**config.mk**
```make
export PLATFORM = sky130hd
export DESIGN_NAME = key_event_decoder_flat
export DESIGN_NICKNAME = d
export VERILOG_FILES = /design/src/rtl/key_event_decoder_if.sv /design/src/rtl/key_event_decoder.sv /design/src/flat_wrapper.sv
export SDC_FILE = /design/constraint.sdc
export NUM_CORES = 1
export LEC_CHECK = 0
export BUFFER_PORTS_ARGS = -buffer_cell sky130_fd_sc_hd__buf_2
export CORE_UTILIZATION = 30
export DETAILED_ROUTE_END_ITERATION = 8
export PLACE_DENSITY_LB_ADDON = 0.1
export SKIP_LAST_GASP = 1
export SLEW_MARGIN = 5
export SYNTH_ARGS = -nofsm -noshare
export SYNTH_HDL_FRONTEND = slang
export SYNTH_SLANG_ARGS = --single-unit
```
**constraint.sdc**
```tcl
create_clock -name clk -period 2.45 [get_ports clk]
set_clock_uncertainty 0.2 [all_clocks]
set_input_delay 0 -clock clk [delete_from_list [all_inputs] [get_ports clk]]
set_output_delay 0 -clock clk [all_outputs]
set_load 0.05 [all_outputs]
```
**src/rtl/key_event_decoder_if.sv**
```systemverilog
// Key event bus: debounced key level toward the decoder, event pulses and busy back.
interface key_event_decoder_if;
    logic key_n;
    logic short_pulse;
    logic double_pulse;
    logic long_pulse;
    logic repeat_pulse;
    logic busy;

    modport master (
        output key_n,
        input  short_pulse, double_pulse, long_pulse, repeat_pulse, busy
    );

    modport slave (
        input  key_n,
        output short_pulse, double_pulse, long_pulse, repeat_pulse, busy
    );
endinterface

```
**src/rtl/key_event_decoder.sv**
```systemverilog
// Classifies debounced active-low key activity into short/double/long event pulses.
// Optional auto-repeat during a long hold is enabled by defining KEY_REPEAT_EN.
module key_event_decoder #(
    parameter int unsigned LONG_CYCLES   = 50_000_000,
    parameter int unsigned DCLICK_CYCLES = 15_000_000,
    parameter int unsigned REPEAT_CYCLES = 10_000_000
) (
    input  logic                clk,
    input  logic                reset,
    key_event_decoder_if.slave  key
);

    localparam int unsigned CNT_W = 32;
    localparam logic [CNT_W-1:0] LONG_LAST   = CNT_W'(LONG_CYCLES - 1);
    localparam logic [CNT_W-1:0] DCLICK_LAST = CNT_W'(DCLICK_CYCLES - 1);

    // Elaboration-time guard on the parameter range
    if (LONG_CYCLES < 2 || DCLICK_CYCLES < 2 || REPEAT_CYCLES < 2) begin : g_bad_params
        $error("key_event_decoder: all cycle parameters must be >= 2");
    end

    typedef enum logic [2:0] {
        IDLE,
        PRESS1,
        WAIT2,
        PRESS2,
        LONG_HOLD
    } state_t;

    state_t           state;
    logic [CNT_W-1:0] counter;
    logic             key_d;
    logic             short_q;
    logic             double_q;
    logic             long_q;
    logic             busy_q;
    logic             fall;
    logic             rise;

    assign fall = key_d & ~key.key_n;
    assign rise = ~key_d & key.key_n;

`ifdef KEY_REPEAT_EN
    localparam logic [CNT_W-1:0] REPEAT_LAST = CNT_W'(REPEAT_CYCLES - 1);
    logic repeat_q;
`endif

    // Edges always win over a coincident counter timeout
    always_ff @(posedge clk or negedge reset) begin
        if (!reset) begin
            state    <= IDLE;
            counter  <= '0;
            key_d    <= 1'b1;
            short_q  <= 1'b0;
            double_q <= 1'b0;
            long_q   <= 1'b0;
            busy_q   <= 1'b0;
`ifdef KEY_REPEAT_EN
            repeat_q <= 1'b0;
`endif
        end else begin
            key_d    <= key.key_n;
            short_q  <= 1'b0;
            double_q <= 1'b0;
            long_q   <= 1'b0;
`ifdef KEY_REPEAT_EN
            repeat_q <= 1'b0;
`endif
            case (state)
                IDLE: begin
                    if (fall) begin
                        state   <= PRESS1;
                        counter <= '0;
                        busy_q  <= 1'b1;
                    end
                end
                PRESS1: begin
                    if (rise) begin
                        state   <= WAIT2;
                        counter <= '0;
                    end else if (counter == LONG_LAST) begin
                        long_q  <= 1'b1;
                        state   <= LONG_HOLD;
                        counter <= '0;
                    end else begin
                        counter <= counter + CNT_W'(1);
                    end
                end
                WAIT2: begin
                    if (fall) begin
                        state   <= PRESS2;
                        counter <= '0;
                    end else if (counter == DCLICK_LAST) begin
                        short_q <= 1'b1;
                        state   <= IDLE;
                        counter <= '0;
                        busy_q  <= 1'b0;
                    end else begin
                        counter <= counter + CNT_W'(1);
                    end
                end
                PRESS2: begin
                    if (rise) begin
                        double_q <= 1'b1;
                        state    <= IDLE;
                        busy_q   <= 1'b0;
                    end
                end
                LONG_HOLD: begin
                    if (rise) begin
                        state   <= IDLE;
                        counter <= '0;
                        busy_q  <= 1'b0;
                    end
`ifdef KEY_REPEAT_EN
                    else if (counter == REPEAT_LAST) begin
                        repeat_q <= 1'b1;
                        counter  <= '0;
                    end else begin
                        counter <= counter + CNT_W'(1);
                    end
`endif
                end
                default: begin
                    state   <= IDLE;
                    counter <= '0;
                    busy_q  <= 1'b0;
                end
            endcase
        end
    end

    assign key.short_pulse  = short_q;
    assign key.double_pulse = double_q;
    assign key.long_pulse   = long_q;
    assign key.busy         = busy_q;
`ifdef KEY_REPEAT_EN
    assign key.repeat_pulse = repeat_q;
`else
    assign key.repeat_pulse = 1'b0;
`endif

endmodule

```
**src/flat_wrapper.sv**
```systemverilog
// flat-port wrapper written by rule: the top's interface ports become plain ports
module key_event_decoder_flat 
#(
    parameter int unsigned LONG_CYCLES   = 50_000_000,
    parameter int unsigned DCLICK_CYCLES = 15_000_000,
    parameter int unsigned REPEAT_CYCLES = 10_000_000
)
  (clk, reset, key_key_n, key_short_pulse, key_double_pulse, key_long_pulse, key_repeat_pulse, key_busy);
  key_event_decoder_if key_i ();
  input  logic clk;
  input  logic reset;
  input wire logic [$bits(key_i.key_n)-1:0] key_key_n;
  output wire logic [$bits(key_i.short_pulse)-1:0] key_short_pulse;
  output wire logic [$bits(key_i.double_pulse)-1:0] key_double_pulse;
  output wire logic [$bits(key_i.long_pulse)-1:0] key_long_pulse;
  output wire logic [$bits(key_i.repeat_pulse)-1:0] key_repeat_pulse;
  output wire logic [$bits(key_i.busy)-1:0] key_busy;
  assign key_i.key_n = key_key_n;
  assign key_short_pulse = key_i.short_pulse;
  assign key_double_pulse = key_i.double_pulse;
  assign key_long_pulse = key_i.long_pulse;
  assign key_repeat_pulse = key_i.repeat_pulse;
  assign key_busy = key_i.busy;
  key_event_decoder #(.LONG_CYCLES(LONG_CYCLES), .DCLICK_CYCLES(DCLICK_CYCLES), .REPEAT_CYCLES(REPEAT_CYCLES)) u_core (.clk(clk), .reset(reset), .key(key_i));
endmodule
```
* Word level (Yosys, flattened, before mapping)
Index checks and enable logic that the tools add are counted.
Storage, ports and cells: flip-flop bits (word level) 40, input bits 3, logic and storage cells 59, output and inout port bits 5
Cells by class: equal/unequal tests 13, add/subtract/negate cells 1, bitwise gates (word level) 6, muxes and demuxes 27, reduce and logical (&&, ||, !) cells 5
Operators with widths (count):
- 32-bit two-way mux | 6
- 32-bit one-hot mux with 5 select lines | 1
- 32-bit by 1-bit adder with 32-bit output (second input constant) | 1
- 32-bit by 24-bit == test with 1-bit output (second input constant) | 1
- 32-bit by 26-bit == test with 1-bit output (second input constant) | 1
- 3-bit two-way mux | 6
- 1-bit two-way mux | 12
- 3-bit one-hot mux with 4 select lines | 1
- 2-bit by 1-bit inequality test with 1-bit output (second input constant) | 4
- 3-bit by 2-bit == test with 1-bit output (second input constant) | 2
- 3-bit by 1-bit inequality test with 1-bit output (second input constant) | 2
- 5-bit AND reduction | 1
- 1-bit NOT | 4
- 1-bit one-hot mux with 4 select lines | 1
- 4-bit AND reduction | 1
- 3-bit by 1-bit == test with 1-bit output (second input constant) | 1
- 3-bit == test (second input constant) | 1
- 3-bit logical NOT | 1
- 3-bit AND reduction | 1
- 1-bit bitwise AND | 2
- 2-bit inequality test (second input constant) | 1
- 2-bit OR reduction | 1

* Depth between registers and ports, before layout
Gate-level depths: netlist of the first run.
word-level depth 4, mapped depth 8, gate-level depth less buffers 6

* Worst setup path before layout of the first run
OpenSTA, ideal clock, no wires.
path kind flip-flop to flip-flop, start point register u_core.counter[0], end point register u_core.counter[10], required time 2.129 ns, period minus slack after synthesis 2.312 ns, data arrival time 1.990 ns, setup time 0.121 ns, path buffers 1, setup slack 0.138 ns, cell stages (with the launch flop) 8, path through dfrtp_1 ha_1 and3_1 nand3_1 or3_1 a211oi_4 buf_2 nor2_1
Between the ends: longest elaborated chain between the ends 4, elaborated cells on any way between the ends 8, those cells by class 1 x add/sub; 2 x eq/ne; 5 x mux
Ends and longest elaborated chain:
- start, declared | line key_event_decoder.sv:31 | logic [CNT_W-1:0] counter;
- start signal, assigned | line key_event_decoder.sv:86 | counter <= counter + CNT_W'(1);
- start signal, assigned | line key_event_decoder.sv:99 | counter <= counter + CNT_W'(1);
- 32-bit by 1-bit adder with 32-bit output, or another cell as far along | line key_event_decoder.sv:86, key_event_decoder.sv:99
- 32-bit two-way mux (on tied branches) | line key_event_decoder.sv:93, key_event_decoder.sv:81
- 32-bit two-way mux (on tied branches) | line key_event_decoder.sv:90, key_event_decoder.sv:78
- 32-bit one-hot mux with 5 select lines * | line key_event_decoder.sv:69 | case (state)
Mark *: on every way between the ends. The rest lies on a longest branch, timed or not. A chain may end at the register's enable or synchronous reset.

* Worst setup path in the final report of the first run
start point register u_core.key_d, end point register u_core.counter[11]
Between the ends: longest elaborated chain between the ends 4, elaborated cells on any way between the ends 9, those cells by class 2 x eq/ne; 3 x mux; 3 x bitwise; 1 x reduce/logical
Ends and longest elaborated chain:
- start, declared | line key_event_decoder.sv:32 | logic key_d;
- start signal, assigned | line key_event_decoder.sv:62 | key_d <= key.key_n;
- 1-bit NOT | line key_event_decoder.sv:41 | assign rise = ~key_d & key.key_n;
- 1-bit bitwise AND | line key_event_decoder.sv:41
- 32-bit two-way mux / 2-bit by 1-bit inequality test with 1-bit output (equally long branches)
- 32-bit one-hot mux with 5 select lines / 3-bit AND reduction (equally long branches)
Parallel ways exist; a longest one is shown, timed or not.

==> results.toml, run 1 <==
[min_path]
hold_class = "in -> async"

[timing]
setup_violations = 0
fin_crit_ns = 2.34
period_share_pct = 95.5
hold-worst-slack_ns = 0.180
slew_violations = 0
max_freq_mhz = 427
worstMarginPinSlew_ns = 0.932
hold_viol_final = 0
layout_setup_ws_ns = 0.110
maxSlewHeadroom_pct = 37.9

[worst_setup_path]
r2r_end = "u_core.counter[11]$_DFFE_PN0P_"
worstPathRequired_ns = 2.47
regToRegSetupSlack_ns = 0.11
cp-start-kind = "flip-flop"
critical_path_class = "reg -> reg"
rr_worst_depth = 6
crit_path_max_fanout = 7
critPathCaptureType = "flip-flop"
cp.arrival_ns = 2.36
startpoint = "u_core.key_d$_DFF_PN1_"
r2r_start = "u_core.key_d$_DFF_PN1_"

[die]
core_um2 = 7330
ios = 8
chipHeight_um = 89.4
die_w_um = 89.4
die_area_um2 = 7990
rows = 31
start_util_pct = 31.2

[drt]
vias = 2028
drt-pass1-iter-count = 4
post_drt_wl_per_cell_um = 15.1
routed_wl_mm = 5.73
drt_iter0_markers = 124
drc = 0
ant_nets = 0
routed_via_density = 5.34

[synth]
ys_async_sr_fraction_pct = 100
synth_warnings = 0
syn_inst = 259
ys.flop_type = "dfrtp_1"
synth_nets = 263
yosysSeqAreaShare_pct = 43.8
yosysTopAreaCellShare_pct = 42.6
synth.distinct_cells = 48
avgSynthCellArea_um2 = 8.84
synth-edff-count = 0
netlist_top_cells_area = "dfrtp_1 43%, a21oi_1 4.8%, nor2_1 4.6%"
syn_area_um2 = 2290
yosysTopAreaCell = "dfrtp_1"
ys_seq_elements = 40

[power]
power_density_nw_per_um2 = 830
power_frac_seq_pct = 35.2
p_int_uw = 1320
ir_drop_mv = 0.368
p_sw_uw = 877
p_sw_share_pct = 40.0
power_frac_comb_pct = 43.7
leakage_uw = 0.00107
p_clk_share_pct = 21.1

[clock_network]
cts-root-buf = "clkbuf_8"
clock_latency_ns = 0.29
cts.clk_slew.worst_paths_ns = 0.08
cts_made_buffers = 5
clkSinkCount = 40
clockBufferDepth = 2
htreeDepth = 2
cts_tree = "done"

[global_route]
grt_pass1_wl_mm = 9.26
overflow = 0
grt_max_degree = 41
grt_pass1_vias = 1799
antenna_found_initial = 0
grt_use_total_pct = 15.4

[final_layout]
diodes = 0
mostFrequentLayoutCells = "39 x dfrtp_1, 28 x nor2_1, 22 x a21oi_1"
mostFrequentLayoutCell = "dfrtp_1"
area_growth_pct = 15.5
drive_gt1_share_pct = 12.5
nNetsFinal = 284

[run]
maxCapViolations = 0

[outcome]
status = "completed"

[placed_design]
finalWeightedCongestion = 0.780
pre_cts_ws_ns = 0.0786
numPortBuffers = 6
dpl.hpwl_mm = 3.97
[layout make-up]
type	count	area, um2
Tap cell	99	124
Multi-Input combinational cell	199	1200
Fill cell	743	4690
Inverter	8	30.0
Sequential cell	40	1000
Timing Repair Buffer	26	198
Clock buffer	8	90.1
[timing repair]
action,4_1_cts,5_1_grt
resized for setup,0,1
hold buffers,2,0
setup endpoints to repair,0,7
endpoints found under the hold margin,43,0
buffers inserted,0,1
[flip-flops by register name, indices dropped and copies added (netlist names)]
register                 cells
u_core.key.short_pulse       1
u_core.state                 3
u_core.key_d                 1
u_core.key.double_pulse      1
u_core.key.long_pulse        1
u_core.key.busy              1
u_core.counter              32
[per-stage QoR]
step	area [um2]	std cells	setup TNS, ns	total power, uW	util [%]
floorplan	2290	259	0	1380	-
CTS	2630	379	0	2210	35.8
global route	2650	380	-0.00613	2350	36.1
detailed placement	2520	369	0	1730	34.3
global placement	2520	369	0	1730	34.3
finish	2650	380	0	2200	36.1
[per-layer routing]
layer	GRT usage [%]	wire length, um
met1	22.0	3010
met5	0	0
met4	4.91	70
met2	23.3	2500
met3	3.05	148
[critical path: stages, from the launching register on]
cell	delay, ns
dfstp_2	0.53
or3b_1	0.39
a2bb2oi_4	0.18
o211ai_1	0.25
buf_4	0.23
or3_1	0.35
a21oi_1	0.15
[synth_stat cells, types with 2 or more instances]
cell type / count
dfrtp_1: 39
nor2_1: 28
a21oi_1: 22
o21ai_0: 21
nand2_1: 18
or3_1: 14
nand3_1: 12
and3_1: 9
nand4_1: 9
inv_1: 8
nor3_1: 8
xor2_1: 7
clkbuf_1: 6
o211ai_1: 6
o31ai_1: 4
or4_1: 4
buf_2: 3
nor4_1: 3
o2111ai_1: 3
o22ai_1: 3
and4_1: 2
buf_6: 2
nor4b_1: 2
nor4bb_1: 2
[power groups by stage]
stage	Sequential, uW	Clock [uW]	Combinational, uW
floorplan	792	0	585
global placement	786	0	946
detailed placement	785	0	944
CTS	773	486	951
global route	782	509	1060
finish	773	464	959
[cell families (layout without fill, tap and decap cells)]
logic type      count (synthesis)  count (layout)  synth area share, %
buf+inv                        20              42                 4.26
flops                          40              40                 43.8
simple gates                  117             117                 27.0
xor+xnor                        8               8                 3.06
fa+ha+maj                       2               2                0.984
mux                             1               1                0.437
compound gates                 70              70                 20.3
other cells                     1               1                0.164
[how the worst max path moves through the flow]
stage,endpoint
6_report,u_core.counter[11]$_DFFE_PN0P_
3_3_place_gp,u_core.counter[31]$_DFFE_PN0P_
4_1_cts,u_core.counter[31]$_DFFE_PN0P_
3_5_place_dp,u_core.counter[31]$_DFFE_PN0P_
5_1_grt,u_core.counter[11]$_DFFE_PN0P_
2_1_floorplan,u_core.counter[10]$_DFFE_PN0P_
Power figures use the tool's default switching activity.
==> run 2, diff against run 1 <==
--- a/config.mk
+++ b/config.mk
@@ -6,6 +6,7 @@
 export NUM_CORES = 1
 export LEC_CHECK = 0
 export BUFFER_PORTS_ARGS = -buffer_cell sky130_fd_sc_hd__buf_2
+export CORE_ASPECT_RATIO = 0.7
 export CORE_UTILIZATION = 30
 export DETAILED_ROUTE_END_ITERATION = 8
 export PLACE_DENSITY_LB_ADDON = 0.1
==> constraint.sdc (replaced) <==
create_clock -name clk -period 2.7 [get_ports clk]
set_clock_uncertainty 0.2 [all_clocks]
set_input_delay 0 -clock clk [delete_from_list [all_inputs] [get_ports clk]]
set_output_delay 0 -clock clk [all_outputs]
set_load 0.05 [all_outputs]
==> run 2 against run 1 <==
Cell count decreased by 2.1%. Design area decreased by 2.3%. Register-to-register slack improved by 0.04 ns. Worst setup slack improved by 0.036 ns. Critical path depth decreased by 1. Total power decreased by 8.0%. Flip-flop and latch count unchanged.
==> results.toml, run 2 (synthesis gave the netlist of run 1 again) <==
[outcome]
status = "completed"

[placed_design]
dpl.hpwl_mm = 3.95
dp_cells = 362
finalWeightedCongestion = 0.842
numPortBuffers = 6

[clock_network]
clock_latency_ns = 0.30
cts_made_buffers = 5
htreeDepth = 2
cts_setup_buffers = 0
cts-root-buf = "clkbuf_8"
clkSinkCount = 40
cts.clk_slew.worst_paths_ns = 0.09
clockBufferDepth = 2
cts_tree = "done"
holdBufCountCts = 2
cts_resized = 0

[timing]
rsz0062_at_grt = "false"
worstMarginPinSlew_ns = 0.936
period_share_pct = 94.6
setup_violations = 0
max_freq_mhz = 392
fin_crit_ns = 2.55
maxSlewHeadroom_pct = 37.6
slew_violations = 0
hold_viol_final = 0
tns_ns = 0

[final_layout]
mostFrequentLayoutCell = "dfrtp_1"
area_growth_pct = 12.9
largest_register_ffs = 32
regMostFlops = "u_core.counter"
drive_gt1_share_pct = 10.6
mostFrequentLayoutCells = "39 x dfrtp_1, 28 x nor2_1, 22 x a21oi_1"
largestRegisters = "u_core.counter: 32 flops, u_core.state: 3 flops"
instances_no_fill = 372
diodes = 0
nNetsFinal = 277
final_core_util_pct = 35.2

[power]
ir_drop_mv = 0.277
leakage_uw = 0.00103
power_density_nw_per_um2 = 781

[worst_setup_path]
critical_path_class = "reg -> reg"
crit_chain = "or3b_1 > a2bb2oi_2 > o211ai_1 > or4_1 > a21oi_1"
cp-start-kind = "flip-flop"
worstPathRequired_ns = 2.72
cp_slowest_stage_delay_ns = 0.60
crit_buf_inv = 0
critPathTopFamily = "simple AND/OR/NAND/NOR gates"
cp_slowest_cell = "dfstp_2"
crit_path_max_fanout = 9
critPathCaptureType = "flip-flop"
cp.arrival_ns = 2.57

[die]
die_area_um2 = 7990
start_util_pct = 31.1
ios = 8
core_um2 = 7350
die_w_um = 106
chipHeight_um = 75.1
rows = 26

[global_route]
antenna_found_initial = 0
grtUsageMet1_pct = 24.1
grt.met3_usage_pct = 3.90
grt_busiest_layer = "met1"
grt_max_degree = 41
use_met2_pct = 19.3
grt_pass1_wl_mm = 9.06
grt_pass1_vias = 1689
overflow = 0
grt_use_total_pct = 15.1

[drt]
routed_wl_mm = 5.63
drc = 0
drt_iter0_markers = 96
ant_nets = 0
post_drt_wl_per_cell_um = 15.1
drt-pass1-iter-count = 5
vias = 1958
routed_via_density = 5.26

[min_path]
hold_class = "in -> async"

[run]
maxCapViolations = 0
[run 2: power by group]
| part | internal (uW) | switching (uW) |
|---|---|---|
| Sequential | 651 | 58.9 |
| Clock | 275 | 223 |
| Combinational | 282 | 530 |
| Total | 1210 | 812 |
[run 2: path summary, 6_finish.rpt]
check | start | end | slack (ns) | cells past startpoint
worst max-delay path | u_core.key_d$_DFF_PN1_ | u_core.counter[31]$_DFFE_PN0P_ | 0.15 | 5
min in group clk | key_key_n | u_core.key_d$_DFF_PN1_ | 0.22 | 2
max in group asynchronous | reset | u_core.counter[5]$_DFFE_PN0P_ | 1.54 | 2
worst min-delay path | reset | u_core.counter[23]$_DFFE_PN0P_ | 0.17 | 2
worst max register to register | u_core.key_d$_DFF_PN1_ | u_core.counter[31]$_DFFE_PN0P_ | 0.15 | 5
worst min register to register | u_core.counter[0]$_DFFE_PN0P_ | u_core.counter[0]$_DFFE_PN0P_ | 0.34 | 1
[run 2: cell type report]
cell class	count	area (um2)
fill	797	4770
multi-input combinational	199	1190
sequential	40	1000
timing repair buffer	19	133
tap	98	123
clock buffer	6	72.6
clock inverter	2	35.0
inverter	8	30.0
[run 2: per-layer routing]
layer	up-vias	routed length, um
li1	987	-
met3	4	215
met5	-	0
met1	935	3280
met2	32	2090
met4	0	42
[run 2: stage by stage]
step / total power, uW / setup WS, ns / hold slack, ns / area [um2]
3_5_place_dp: 1530 / 0.159 / -0.0300 / 2460
2_1_floorplan: 1250 / 0.388 / -0.496 / 2290
6_report: 2020 / 0.146 / 0.172 / 2580
4_1_cts: 2040 / 0.138 / 0.190 / 2580
3_3_place_gp: 1550 / 0.212 / -0.0354 / 2460
5_1_grt: 2150 / 0.0173 / 0.212 / 2580
